<file path="src/rtl/conv_event_fifo_if.sv">
// Handshake bundle for conv_event_fifo.
//   master : producer/consumer side; drives write_data, write_en, read_en, flag_clr and
//            observes read_data, empty, full, almost_full, count, overflow, underflow.
//   slave  : the FIFO itself; the mirror image of master.
// DATA_WIDTH and ADDR_WIDTH must match the parameters of the FIFO instance bound to it.
interface conv_event_fifo_if #(
  parameter int unsigned DATA_WIDTH = 8,
  parameter int unsigned ADDR_WIDTH = 4
) ();

  logic [DATA_WIDTH-1:0] write_data;
  logic                  write_en;
  logic                  read_en;
  logic                  flag_clr;
  logic [DATA_WIDTH-1:0] read_data;
  logic                  empty;
  logic                  full;
  logic                  almost_full;
  logic [ADDR_WIDTH:0]   count;
  logic                  overflow;
  logic                  underflow;

  modport master (
    output write_data,
    output write_en,
    output read_en,
    output flag_clr,
    input  read_data,
    input  empty,
    input  full,
    input  almost_full,
    input  count,
    input  overflow,
    input  underflow
  );

  modport slave (
    input  write_data,
    input  write_en,
    input  read_en,
    input  flag_clr,
    output read_data,
    output empty,
    output full,
    output almost_full,
    output count,
    output overflow,
    output underflow
  );

endinterface

</file>
<file path="src/rtl/conv_event_fifo.sv">
// Synchronous first-word-fall-through FIFO with sticky overflow/underflow flags.
//
// Ports:
//   clk  - single clock, all state updates on the rising edge
//   rst  - asynchronous active-high reset; pointers and flags clear immediately
//   bus  - conv_event_fifo_if.slave
//            write_data/write_en : push request
//            read_en             : pop request
//            flag_clr            : synchronous clear of overflow/underflow
//            read_data           : oldest entry, 0 while empty
//            empty/full/almost_full/count : occupancy status, from registered state only
//            overflow/underflow  : sticky error flags
//
// Pointers are ADDR_WIDTH+1 bits; the extra MSB is a wrap bit that separates full from empty.
module conv_event_fifo #(
  parameter int unsigned DATA_WIDTH  = 8,
  parameter int unsigned ADDR_WIDTH  = 4,
  parameter int unsigned AFULL_LEVEL = (2 ** ADDR_WIDTH) - 2
) (
  input  logic              clk,
  input  logic              rst,
  conv_event_fifo_if.slave  bus
);

  localparam int unsigned DEPTH = 2 ** ADDR_WIDTH;
  localparam int unsigned PtrW  = ADDR_WIDTH + 1;

  localparam logic [PtrW-1:0] AfullCnt = PtrW'(AFULL_LEVEL);

  // Storage and pointer state
  logic [DATA_WIDTH-1:0] mem_q [DEPTH];

  logic [PtrW-1:0] wr_ptr_q, wr_ptr_d;
  logic [PtrW-1:0] rd_ptr_q, rd_ptr_d;
  logic            overflow_q, overflow_d;
  logic            underflow_q, underflow_d;

  // Status derived from registered pointers only
  logic            empty_w;
  logic            full_w;
  logic [PtrW-1:0] count_w;

  // Accepted operations this cycle
  logic push;
  logic pop;
  logic overflow_set;
  logic underflow_set;

  assign empty_w = (wr_ptr_q == rd_ptr_q);
  assign full_w  = (wr_ptr_q[ADDR_WIDTH-1:0] == rd_ptr_q[ADDR_WIDTH-1:0]) &&
                   (wr_ptr_q[ADDR_WIDTH] != rd_ptr_q[ADDR_WIDTH]);
  // Modular subtraction gives the right occupancy across pointer wrap.
  assign count_w = wr_ptr_q - rd_ptr_q;

  always_comb begin
    pop  = bus.read_en && !empty_w;
    // When full, a push is still legal if a pop frees the slot on the same edge.
    push = bus.write_en && (!full_w || bus.read_en);

    overflow_set  = bus.write_en && full_w && !bus.read_en;
    underflow_set = bus.read_en && empty_w;
  end

  // Next-state for pointers and sticky flags
  always_comb begin
    wr_ptr_d    = wr_ptr_q;
    rd_ptr_d    = rd_ptr_q;
    overflow_d  = overflow_q;
    underflow_d = underflow_q;

    if (push) begin
      wr_ptr_d = wr_ptr_q + 1'b1;
    end
    if (pop) begin
      rd_ptr_d = rd_ptr_q + 1'b1;
    end

    // Clear first so a violation in the same cycle wins.
    if (bus.flag_clr) begin
      overflow_d  = 1'b0;
      underflow_d = 1'b0;
    end
    if (overflow_set) begin
      overflow_d = 1'b1;
    end
    if (underflow_set) begin
      underflow_d = 1'b1;
    end
  end

  always_ff @(posedge clk or posedge rst) begin
    if (rst) begin
      wr_ptr_q    <= '0;
      rd_ptr_q    <= '0;
      overflow_q  <= 1'b0;
      underflow_q <= 1'b0;
    end else begin
      wr_ptr_q    <= wr_ptr_d;
      rd_ptr_q    <= rd_ptr_d;
      overflow_q  <= overflow_d;
      underflow_q <= underflow_d;
    end
  end

  // Memory is not reset; stale contents are hidden because reset makes the FIFO empty.
  always_ff @(posedge clk) begin
    if (push) begin
      mem_q[wr_ptr_q[ADDR_WIDTH-1:0]] <= bus.write_data;
    end
  end

  // Outputs
  always_comb begin
    bus.read_data = '0;
    if (!empty_w) begin
      bus.read_data = mem_q[rd_ptr_q[ADDR_WIDTH-1:0]];
    end
  end

  assign bus.empty       = empty_w;
  assign bus.full        = full_w;
  assign bus.almost_full = (count_w >= AfullCnt);
  assign bus.count       = count_w;
  assign bus.overflow    = overflow_q;
  assign bus.underflow   = underflow_q;

  // Structural invariants
  a_count_bound : assert property (@(posedge clk) disable iff (rst)
    count_w <= PtrW'(DEPTH));
  a_not_full_and_empty : assert property (@(posedge clk) disable iff (rst)
    !(full_w && empty_w));

endmodule
</file>
<file path="src/flat_wrapper.sv">
// flat-port wrapper written by rule: the top's interface ports become plain ports
module conv_event_fifo_flat 
#(
  parameter int unsigned DATA_WIDTH  = 8,
  parameter int unsigned ADDR_WIDTH  = 4,
  parameter int unsigned AFULL_LEVEL = (2 ** ADDR_WIDTH) - 2
)
  (clk, rst, bus_write_data, bus_write_en, bus_read_en, bus_flag_clr, bus_read_data, bus_empty, bus_full, bus_almost_full, bus_count, bus_overflow, bus_underflow);
  conv_event_fifo_if #(.DATA_WIDTH(DATA_WIDTH), .ADDR_WIDTH(ADDR_WIDTH)) bus_i ();
  input  logic clk;
  input  logic rst;
  input wire logic [$bits(bus_i.write_data)-1:0] bus_write_data;
  input wire logic [$bits(bus_i.write_en)-1:0] bus_write_en;
  input wire logic [$bits(bus_i.read_en)-1:0] bus_read_en;
  input wire logic [$bits(bus_i.flag_clr)-1:0] bus_flag_clr;
  output wire logic [$bits(bus_i.read_data)-1:0] bus_read_data;
  output wire logic [$bits(bus_i.empty)-1:0] bus_empty;
  output wire logic [$bits(bus_i.full)-1:0] bus_full;
  output wire logic [$bits(bus_i.almost_full)-1:0] bus_almost_full;
  output wire logic [$bits(bus_i.count)-1:0] bus_count;
  output wire logic [$bits(bus_i.overflow)-1:0] bus_overflow;
  output wire logic [$bits(bus_i.underflow)-1:0] bus_underflow;
  assign bus_i.write_data = bus_write_data;
  assign bus_i.write_en = bus_write_en;
  assign bus_i.read_en = bus_read_en;
  assign bus_i.flag_clr = bus_flag_clr;
  assign bus_read_data = bus_i.read_data;
  assign bus_empty = bus_i.empty;
  assign bus_full = bus_i.full;
  assign bus_almost_full = bus_i.almost_full;
  assign bus_count = bus_i.count;
  assign bus_overflow = bus_i.overflow;
  assign bus_underflow = bus_i.underflow;
  conv_event_fifo #(.DATA_WIDTH(DATA_WIDTH), .ADDR_WIDTH(ADDR_WIDTH), .AFULL_LEVEL(AFULL_LEVEL)) u_core (.clk(clk), .rst(rst), .bus(bus_i));
endmodule
</file>
<file path="config.mk">
export PLATFORM = sky130hd
export DESIGN_NAME = conv_event_fifo_flat
export DESIGN_NICKNAME = d
export VERILOG_FILES = /design/src/rtl/conv_event_fifo_if.sv /design/src/rtl/conv_event_fifo.sv /design/src/flat_wrapper.sv
export SDC_FILE = /design/constraint.sdc
export NUM_CORES = 1
export LEC_CHECK = 0
export ABC_AREA = 1
export BUFFER_PORTS_ARGS = -buffer_cell sky130_fd_sc_hd__buf_2
export CAP_MARGIN = 20
export CORE_MARGIN = 2
export CORE_UTILIZATION = 60
export CTS_CLUSTER_DIAMETER = 80
export CTS_CLUSTER_SIZE = 14
export DETAILED_ROUTE_END_ITERATION = 8
export GPL_TIMING_DRIVEN = 1
export HOLD_SLACK_MARGIN = 0.05
export PLACE_DENSITY = 0.86
export SLEW_MARGIN = 10
export SYNTH_ARGS = -nofsm -noshare
export SYNTH_HDL_FRONTEND = slang
export SYNTH_SLANG_ARGS = --single-unit
</file>
<file path="constraint.sdc">
create_clock -name clk -period 2.8 [get_ports clk]
set_input_delay 0 -clock clk [delete_from_list [all_inputs] [get_ports clk]]
set_output_delay 0 -clock clk [all_outputs]
set_load 0.1 [all_outputs]
</file>
After elaboration in Yosys (flattened, before gate mapping) --
Memories as Yosys holds them, arrays and structs flattened. Cells that the tools add are included.
Storage, ports and cells: bits in registers 12, bits in writable memories 128, input bits 13, output and inout port bits 18, memories kept 1
Memories:
- u_core.mem_q | words 16, width 8, read ports 1, clocked after Yosys merged registers in 0, write ports 1, line conv_event_fifo.sv:31 | logic [DATA_WIDTH-1:0] mem_q [DEPTH];
Cells by class: add/subtract/negate cells 3, order comparisons 1, eq/ne operators 3, multiplexer cells 6, reductions and logical operators 12
Operator list (number):
- adder 5 x 1 -> 5 bit (second input constant) | 2
- two-way mux 8 bit | 1
- logical AND 1 bit | 6
- == test 5 bit | 1
- >= comparator 5 x 4 -> 1 bit (second input constant) | 1
- two-way mux 1 bit | 5
- subtractor 5 bit | 1
- == test 4 bit | 1
- nonzero test 2 bit | 2
- zero test 1 bit | 3
- logical OR 1 bit | 1
- != test 1 bit | 1

Logic depth before layout (Yosys ltp) --
Gate-level depths: netlist of run 1.
depth after elaboration 7, gate-level depth with buffers 11

Least setup slack after synthesis of run 1 --
OpenSTA, ideal clock, no wires.
path kind flip-flop to output port, start reg u_core.rd_ptr_q[1], end out bus_almost_full, arrival time 4.199 ns, path slack -1.399 ns, stages on the path, launching flop included 8, cell sequence dfrtp_1 > buf_2 > clkinv_2 > buf_2 > fa_1 > xor2_1 > nand2_1 > o21ai_1
Between the ends: cells in the longest elaborated chain, start to end 2
Ends and longest elaborated chain:
- start: declaration | line conv_event_fifo.sv:34 | logic [PtrW-1:0] rd_ptr_q, rd_ptr_d;
- start signal: assignment | line conv_event_fifo.sv:99 | rd_ptr_q <= rd_ptr_d;
- subtractor 5 bit | line conv_event_fifo.sv:53 | assign count_w = wr_ptr_q - rd_ptr_q;
- named net bus_count[2] | line flat_wrapper.sv:20 | output wire logic [$bits(bus_i.count)-1:0] bus_count;
- >= comparator 5 x 4 -> 1 bit | line conv_event_fifo.sv:122 | assign bus.almost_full = (count_w >= AfullCnt);
- end: declaration | line flat_wrapper.sv:19 | output wire logic [$bits(bus_i.almost_full)-1:0] bus_almost_full;
The timed path passes the listed nets, and every way through them passes these cells.

Worst setup path after layout of run 1 --
start reg u_core.rd_ptr_q[0], end out bus_read_data[6]
Between the ends: cells in the longest elaborated chain, start to end 2, elaborated cells between the ends (all ways) 3, those cells by class eq/ne (1); mux (1); memory (1)
Ends and longest elaborated chain:
- memory (16 x 8 bit) / == test 5 bit (equally long branches)
- two-way mux 8 bit (*) | line conv_event_fifo.sv:115 | if (!empty_w) begin
- end: declaration | line flat_wrapper.sv:16 | output wire logic [$bits(bus_i.read_data)-1:0] bus_read_data;
Every way passes the cells marked *; elsewhere a longest branch is shown, timed or not.

==> results.md, run 1 <==
- Status: completed
- Die Ht: 108 um
- Final Cell Area: 7730 um^2
- Antenna cells: 0
- CP required: 2.80 ns
- Vias per inst: 5.48
- IO Pins: 31
- Initial antenna violation count: 0
- WS Path Type: flop to primary output
- Register area: 4150 um^2
- Worst r2r src: u_core.rd_ptr_q[3]$_DFFE_PP0P_
- Min-Delay Path Class: primary input to flop
- Startpoint types: flop
- Layout cells sized above 1: 13.9%
- Unrepaired setup endpoints after global routing: false
- Cts bufs inserted: 17
- Drt drc: 0
- Die W: 108 um
- Clock skew: 0.0210 ns
- Die ar.: 11600 um^2
- Worst skew pair latency: 0.54 ns
- Grt ovf: 0
- Flop2flop setup slack: 0.23 ns
- Yosys warnings: 0
- Max_slew headroom: 52.2%
- Mapped Area: 6480 um^2
- WL final: 14.8 mm
- Post-Syn Instances: 645
- Core Area: 10400 um^2
- Most common cell after layout, fill and taps aside: nand2_1
- Period utilisation layout: 94.8%
- Setup-failing EPs final: 0
- FF-to-FF path depth: 9
- GPL Wtd Cong: 0.908
- Final Hold Fails: 0
- HP Start: bus_flag_clr
- Max Slew Vio Count: 0
- CP Data Arrival Time: 2.65 ns
- Vias in the first global route: 4754
- GR Util All Layers: 27.4%
- Clk sink count: 140
- Initial core utilization: 62.2%
- Final-stage net count: 714
- Wirelength per Cell: 17.6 um
- Post-Syn Nets: 668
- Most frequent cells in the layout: nand2_1, edfxtp_1, inv_1
- DP HPWL: 9.23 mm
- Routed Antenna Nets: 0
- Distinct cells, synth: 31
- Global-route wire length before repair: 23.1 mm
- Worst r2r dst: u_core.mem_q[11][3]$_DFFE_PP_
- Via count: 4602
- Final critical-path required period: 2.65 ns
- Root buf cell: clkbuf_8
- 1st-iter DRT viols: 511
- Sequential area share after synthesis: 63.9%
- WHS Endpoint: u_core.bus.underflow$_DFFE_PP0P_
- Max-Cap Viols: 0
- WHS Path Cells: 3
- Multi-input logic area: 1820 um^2
- Slew @ Worst Pin: 0.715 ns
- Post-route setup TNS: 0 ns
- H-tree levels: 4
- Syn-to-layout area delta: 19.3%
- Fillers: 646
- Max Clk Rate: 377 MHz
- CTS tree: done
- Pre-antenna DRT Iters: 5
- Synth Register Bits: 140
- Critical path peak fanout: 67
- Area post-placement: 6970 um^2
- Clock tree buffer depth: 2
- Worst setup EP type: primary output
- Largest net degree at the start of global routing: 68
- Reg clk slew, reported paths: 0.07 ns
- Syn_area_per_cell: 10.0 um^2
- IO Port Bufs: 30
- Row count: 37
-- worst max-delay path, stage by stage (launching register included) --
cell and delay (ns):
dfrtp_2 0.40, buf_12 0.28, inv_2 0.15, buf_4 0.26, buf_4 0.19, nand2_1 0.05
nand3_1 0.07, nand2_1 0.09, nand2_1 0.05, nand2_1 0.08, inv_1 0.05, a21oi_2 0.20
buf_12 0.20
-- registers in the layout, summed over array words and instances (netlist names) --
name and cells:
u_core.bus.underflow 1, u_core.mem_q 128, u_core.rd_ptr_q 5, u_core.wr_ptr_q 5, u_core.bus.overflow 1
-- metal layers --
| metal | part of all wire [%] | wire length [um] | GRT usage, % | vias to the layer above |
|---|---|---|---|---|
| met5 | 0 | 0 | 0 | - |
| met2 | 50 | 7360 | 45.4 | 223 |
| li1 | - | - | - | 2149 |
| met4 | 4.5 | 669 | 16.1 | 0 |
| met3 | 7.8 | 1160 | 5.36 | 56 |
| met1 | 38 | 5570 | 33.6 | 2174 |
-- per-stage QoR --
stage / utilization [%] / cells / hold slack (ns) / setup slack [ns]
after floorplan: - / 645 / -0.135 / -0.0855
after global placement: 66.9 / 794 / 0.0257 / 0.432
after detailed placement: 66.9 / 794 / 0.0358 / 0.297
after CTS: 74.1 / 840 / 0.203 / 0.0439
after global routing: 74.2 / 840 / 0.252 / 0.0108
final: 74.2 / 840 / 0.262 / 0.146
-- final cells by class --
| cell class | instances | area share, % |
|---|---|---|
| inverters | 108 | 5.36 |
| flip-flops and latches | 140 | 53.6 |
| multi-input cells | 373 | 23.6 |
| well taps | 136 | 2.20 |
| repair buffers | 51 | 7.51 |
| clock buffers | 18 | 5.40 |
| clock inverters | 14 | 2.36 |
-- worst max path at each step --
stage                     cells after the start                            to                           start  slack [ns]
final                                        12              bus_read_data[6]  u_core.rd_ptr_q[0]$_DFFE_PP0P_        0.15
after floorplan                               7              bus_read_data[0]  u_core.wr_ptr_q[0]$_DFFE_PP0P_       -0.09
after detailed placement                      9  u_core.mem_q[0][1]$_DFFE_PP_  u_core.rd_ptr_q[3]$_DFFE_PP0P_        0.30
after global placement                        9  u_core.mem_q[0][5]$_DFFE_PP_  u_core.rd_ptr_q[3]$_DFFE_PP0P_        0.43
after CTS                                    12              bus_read_data[6]  u_core.rd_ptr_q[0]$_DFFE_PP0P_        0.04
after global routing                         12              bus_read_data[2]  u_core.rd_ptr_q[0]$_DFFE_PP0P_        0.01
-- synthesized netlist by cell type (all sizes together) --
cell type	number	area share [%]
a21oi	11	1.1
buf	22	2.3
clkbuf	2	0.12
clkinv	1	0.077
dfrtp	12	4.6
edfxtp	128	59
fa	1	0.31
ha	9	1.7
inv	107	6.3
nand2	239	15
nand3	73	5.6
nand4	2	0.19
nor2	20	1.3
o21ai	6	0.58
o22ai	1	0.097
xnor2	5	0.79
xor2	6	0.93
-- cell families (layout without fill, tap and decap cells) --
group / count (synthesis) / in the layout / share of synthesized area (%)
and+or+nand+nor: 334 / 334 / 21.8
xor gates and xnor gates: 11 / 11 / 1.72
AOI/OAI and AO/OA: 18 / 18 / 1.76
adders and majority gates: 10 / 10 / 2.05
buffers and inverters: 132 / 191 / 8.76
DFF: 140 / 140 / 63.9
-- timing repair --
| item | CTS | global route |
|---|---|---|
| buffers inserted | 0 | 0 |
| hold buffers | 14 | 0 |
| gates cloned | 0 | 0 |
| resized for setup | 1 | 4 |
| setup endpoints to repair | 8 | 10 |
| endpoints found under the hold margin | 160 | 0 |
Power of run 1 is not shown: default switching activity piles up to over one toggle a cycle in this logic, so the estimate is an artifact.
==> inputs of run 2 (changes only) <==
clock period = 2.5 ns   (was 2.8 ns; I/O delays follow)
==> run 2 against run 1 <==
  * Critical path depth down 4
  * Count of clock-buffer cells in the layout up 1
  * Worst hold slack worse by 0.0030 ns
  * Worst setup slack worse by 0.061 ns
  * Non-clock buffer count up 18
  * Largest cell class unchanged
  * Core utilization up 1.6 points
  * Wire length up 10%
  * Register-to-register slack better by 0.14 ns
  * Via count up 4.8%
  * First-iteration DRC count up 6.3%
  * Sequential cell count unchanged
==> results.md, run 2 (same netlist as run 1, synthesis figures left out) <==
- IO Pins: 31
- GPL Wtd Cong: 0.947
- H-tree levels: 4
- Most frequent cells in the layout: nand2_1, edfxtp_1, inv_1
- Antenna cells: 0
- Die W: 108 um
- Slew @ Worst Pin: 0.534 ns
- Syn-to-layout area delta: 21.8%
- Global-route wire length before repair: 25.4 mm
- Clock skew: 0.0100 ns
- Initial antenna violation count: 0
- Pre-antenna DRT Iters: 6
- DP HPWL: 10.4 mm
- Max Slew Vio Count: 0
- Setup-failing EPs final: 0
- Clk sink count: 140
- PnR worst setup slack: 0.0850 ns
- Final critical-path required period: 2.42 ns
- Largest net degree at the start of global routing: 39
- Unrepaired setup endpoints after global routing: true
- Max-Cap Viols: 0
- Area post-placement: 7160 um^2
- Slowest CP cell: dfrtp_2
- Post-route setup TNS: 0 ns
- Placed insts: 812
- Period utilisation layout: 96.6%
- Via count: 4822
- Die Ht: 108 um
- Status: completed
- Vias in the first global route: 4795
- Cell Chain, Critical Path: ha_1, clkinvlp_4, nor2_1, nand2_2, inv_6, buf_4, a21oi_4, buf_12
- CP Data Arrival Time: 2.42 ns
- Row count: 37
- Initial core utilization: 62.2%
- WL final: 16.3 mm
- Critical Path Max Stage Delay: 0.49 ns
- Most common cell after layout, fill and taps aside: nand2_1
- Max_slew headroom: 64.3%
- Worst setup EP type: primary output
- Vias per inst: 5.62
- Max reg flops: 128
- Layout cells sized above 1: 16.6%
- Max Clk Rate: 414 MHz
- CP bufs+invs: 4
- Worst skew pair latency: 0.53 ns
- CP required: 2.50 ns
- Final Cell Area: 7900 um^2
- Startpoint types: flop
- Wirelength per Cell: 19.0 um
- CP delay by family, top: buffers and inverters
- CTS tree: done
- Final-stage net count: 732
- Post-Place Setup Slack: 0.293 ns
- Fin cells: 858
- Final Hold Fails: 0
- Cts bufs inserted: 17
- Post-CTS Setup Repair Bufs: 0
- Min-Delay Path Class: primary input to flop
- Routed Antenna Nets: 0
- Root buf cell: clkbuf_8
- Critical path peak fanout: 6
- WS Path Type: flop to primary output
- Reg clk slew, reported paths: 0.07 ns
- IO Port Bufs: 30
- 1st-iter DRT viols: 543
- Drt drc: 0
- Die ar.: 11600 um^2
- Clock tree buffer depth: 2
- GR Util All Layers: 30.2%
- Grt ovf: 0
- Core Area: 10400 um^2
## run 2: cell types whose count changed in the layout (fill, tap and decap cells not counted), sizes merged
cell,before,now
bufinv,3,2
clkbuf,18,20
buf,37,54
inv,113,108
clkinvlp,1,6
## run 2: metal layers
metal  global-route usage [%]  wire length, um  up-vias
li1                         -                -     2183
met1                     40.2             6200     2293
met2                     47.9             7920      290
met3                     6.09             1610       56
met4                     15.0              552        0
met5                        0                0        -
## run 2: final timing paths
| kind | start | to | slack (ns) | depth (start not counted) |
|---|---|---|---|---|
| max reg2reg | u_core.rd_ptr_q[2]$_DFFE_PP0P_ | u_core.mem_q[5][3]$_DFFE_PP_ | 0.37 | 10 |
| min | bus_flag_clr | u_core.bus.underflow$_DFFE_PP0P_ | 0.26 | 3 |
| min in group asynchronous | rst | u_core.rd_ptr_q[4]$_DFFE_PP0P_ | 0.61 | 4 |
| max in group asynchronous | rst | u_core.rd_ptr_q[0]$_DFFE_PP0P_ | 1.51 | 4 |
| max | u_core.rd_ptr_q[0]$_DFFE_PP0P_ | bus_read_data[4] | 0.08 | 8 |
| min reg2reg | u_core.bus.underflow$_DFFE_PP0P_ | u_core.bus.underflow$_DFFE_PP0P_ | 0.56 | 2 |
## run 2: stage by stage
stage               utilization (%)  hold slack [ns]
floorplan                         -           -0.135
global placement               68.7           0.0310
detailed placement             68.7           0.0394
CTS                            75.6            0.216
global route                   75.8            0.275
finish                         75.8            0.259
## run 2: final cells by class
class | instances | area, um^2
flip-flops and latches | 140 | 4150
multi-input cells | 373 | 1900
well taps | 136 | 170
fillers | 611 | 2520
clock buffers | 19 | 422
repair buffers | 69 | 691
inverters | 108 | 428
clock inverters | 13 | 143
## run 2: what timing repair did
| action | 4_1_cts | 5_1_grt |
|---|---|---|
| hold buffers | 14 | 0 |
| gates resized for setup | 4 | 5 |
| setup endpoints to repair | 9 | 8 |
| hold endpoints to repair | 160 | 0 |
## run 2: worst reg2reg max path, cell delays in order (launching register included)
cell and delay, ns:
dfrtp_1 0.40, inv_2 0.20, ha_4 0.28, nand4_1 0.17, nor2_4 0.07, nand2_4 0.10
nand2_8 0.08, inv_8 0.10, nand2_4 0.09, nor2_1 0.15, buf_4 0.20
Power of run 2 is left out for the same reason.
==> inputs of run 3 (changes only) <==
CORE_UTILIZATION = 25   (was 60)
PLACE_DENSITY = 0.47   (was 0.86)
==> run 3 against run 2 <==
  * Sequential share of layout area down 1.4 points
  * Die area increased by 130%
  * Critical path depth rose by 1
  * Worst hold slack lost 0.20 ns
  * Worst setup slack improved by 0.034 ns
  * Register-to-register slack got worse by 0.06 ns
  * Count of clock-buffer cells in the layout is the same
  * Core utilization down 44 points
  * Clock skew rose by 0.0035 ns
  * First-iteration DRC count decreased by 54%
  * Critical endpoint is now bus_read_data[1]
  * Final area is 2.7% higher
  * Cell count grew 23%
==> results.md, run 3 (same netlist as run 1, synthesis figures left out) <==
- Register area: 4150 um^2
- Critical Path Start: u_core.wr_ptr_q[0]$_DFFE_PP0P_
- Via count: 4259
- DP HPWL: 10.2 mm
- Reg clk slew, reported paths: 0.05 ns
- Row count: 58
- H-tree levels: 4
- Critical Path Max Stage Delay: 0.39 ns
- Clock tree buffer depth: 2
- Max-Cap Viols: 0
- Utilization after layout: 32.0%
- Most common cell after layout, fill and taps aside: nand2_1
- Hold Worst Slack: 0.0618 ns
- Drt drc: 0
- 1st-iter DRT viols: 252
- Vias in the first global route: 4363
- GR Util All Layers: 12.7%
- Critical path peak fanout: 6
- Syn-to-layout area delta: 25.1%
- Cts bufs inserted: 17
- Initial core utilization: 25.6%
- Grt ovf: 0
- Worst setup EP type: primary output
- Wirelength per Cell: 15.1 um
- Period utilisation layout: 95.3%
- Die W: 165 um
- Die Ht: 165 um
- Flop2flop setup slack: 0.31 ns
- CP Data Arrival Time: 2.38 ns
- Core Area: 25300 um^2
- Worst r2r dst: u_core.mem_q[12][5]$_DFFE_PP_
- Cell Chain, Critical Path: inv_1, ha_1, clkinvlp_4, nor2_1, nand2_2, inv_4, buf_4, a21oi_4, buf_12
- Fillers: 2542
- Multi-input logic area: 1880 um^2
- Max_slew headroom: 66.4%
- Worst r2r src: u_core.rd_ptr_q[2]$_DFFE_PP0P_
- IO Port Bufs: 30
- Clock skew: 0.0135 ns
- Layout cells sized above 1: 16.1%
- Worst path depth: 9
- Slowest CP cell: dfrtp_1
- CTS tree: done
- Final-stage net count: 734
- CP delay by family, top: buffers and inverters
- CP required: 2.50 ns
- Global-route wire length before repair: 25.0 mm
- WHS Path Cells: 1
- Vias per inst: 4.04
- CP bufs+invs: 5
- Root buf cell: clkbuf_16
- Min-Delay Path Class: primary input to flop
- GPL Wtd Cong: 0.781
- Max Clk Rate: 420 MHz
- Setup-failing EPs final: 0
- Slew @ Worst Pin: 0.504 ns
- Routed Antenna Nets: 0
- FF-to-FF path depth: 10
- Most frequent cells in the layout: nand2_1, edfxtp_1, inv_1
- Largest net degree at the start of global routing: 39
- Final Hold Fails: 0
- Worst skew pair latency: 0.43 ns
- Post-route setup TNS: 0 ns
- WS Path Type: flop to primary output
- Initial antenna violation count: 0
- Unrepaired setup endpoints after global routing: false
- Die ar.: 27200 um^2
- Max reg flops: 128
- Status: completed
- Final critical-path required period: 2.38 ns
- Post-CTS Setup Repair Bufs: 0
- CP endpoint: bus_read_data[1]
- IO Pins: 31
- Clk sink count: 140
- Startpoint types: flop
- Pre-antenna DRT Iters: 4
- Max Slew Vio Count: 0
- WL final: 16.0 mm
==> run 3: cell types whose count changed in the layout (fill, tap and decap cells not counted), sizes merged <==
| cell | change |
|---|---|
| buf | +6 |
| clkinvlp | -5 |
| clkinv | +4 |
| dlygate4sd3 | -3 |
| inv | -2 |
| bufinv | +1 |
| clkbuf | -1 |
| diode | +1 |
==> run 3: how the worst min path moves through the flow <==
| stage | start | to | slack, ns |
|---|---|---|---|
| final | bus_write_data[5] | u_core.mem_q[0][5]$_DFFE_PP_ | 0.06 |
| after global routing | bus_write_data[5] | u_core.mem_q[3][5]$_DFFE_PP_ | 0.06 |
| after detailed placement | rst | u_core.bus.overflow$_DFFE_PP0P_ | 0.05 |
| after global placement | rst | u_core.bus.overflow$_DFFE_PP0P_ | 0.05 |
| after floorplan | rst | u_core.bus.overflow$_DFFE_PP0P_ | -0.14 |
| after CTS | bus_write_data[5] | u_core.mem_q[15][5]$_DFFE_PP_ | 0.06 |
==> run 3: final cells by class <==
type                       count  area share [%]
antenna                        1          0.0309
clock buffer                  19            5.34
clock inverter                11            1.57
inverter                     108            5.21
multi-input combinational    373            23.2
sequential                   140            51.1
tap                          330            5.09
timing repair buffer          71            8.41
==> run 3: stage by stage <==
stage,setup WS (ns),std cells,cell area (um^2)
3_5_place_dp,0.313,1011,7420
5_1_grt,0.00313,1052,8110
6_report,0.119,1053,8110
2_1_floorplan,-0.102,645,6590
4_1_cts,0.0154,1052,8090
3_3_place_gp,0.366,1011,7420
==> run 3: what timing repair did <==
| action | 4_1_cts | 5_1_grt |
|---|---|---|
| setup endpoints to repair | 1 | 8 |
| endpoints found under the hold margin | 120 | 0 |
| hold buffers | 11 | 0 |
| gates resized for setup | 1 | 4 |
==> run 3: metal layers <==
metal / up-vias / global-route usage [%] / routed length (um)
li1: 2192 / - / -
met1: 2006 / 16.9 / 7510
met2: 46 / 20.7 / 7870
met3: 15 / 2.64 / 383
met4: 0 / 4.07 / 189
met5: - / 0 / 0
Power of run 3 is left out for the same reason.
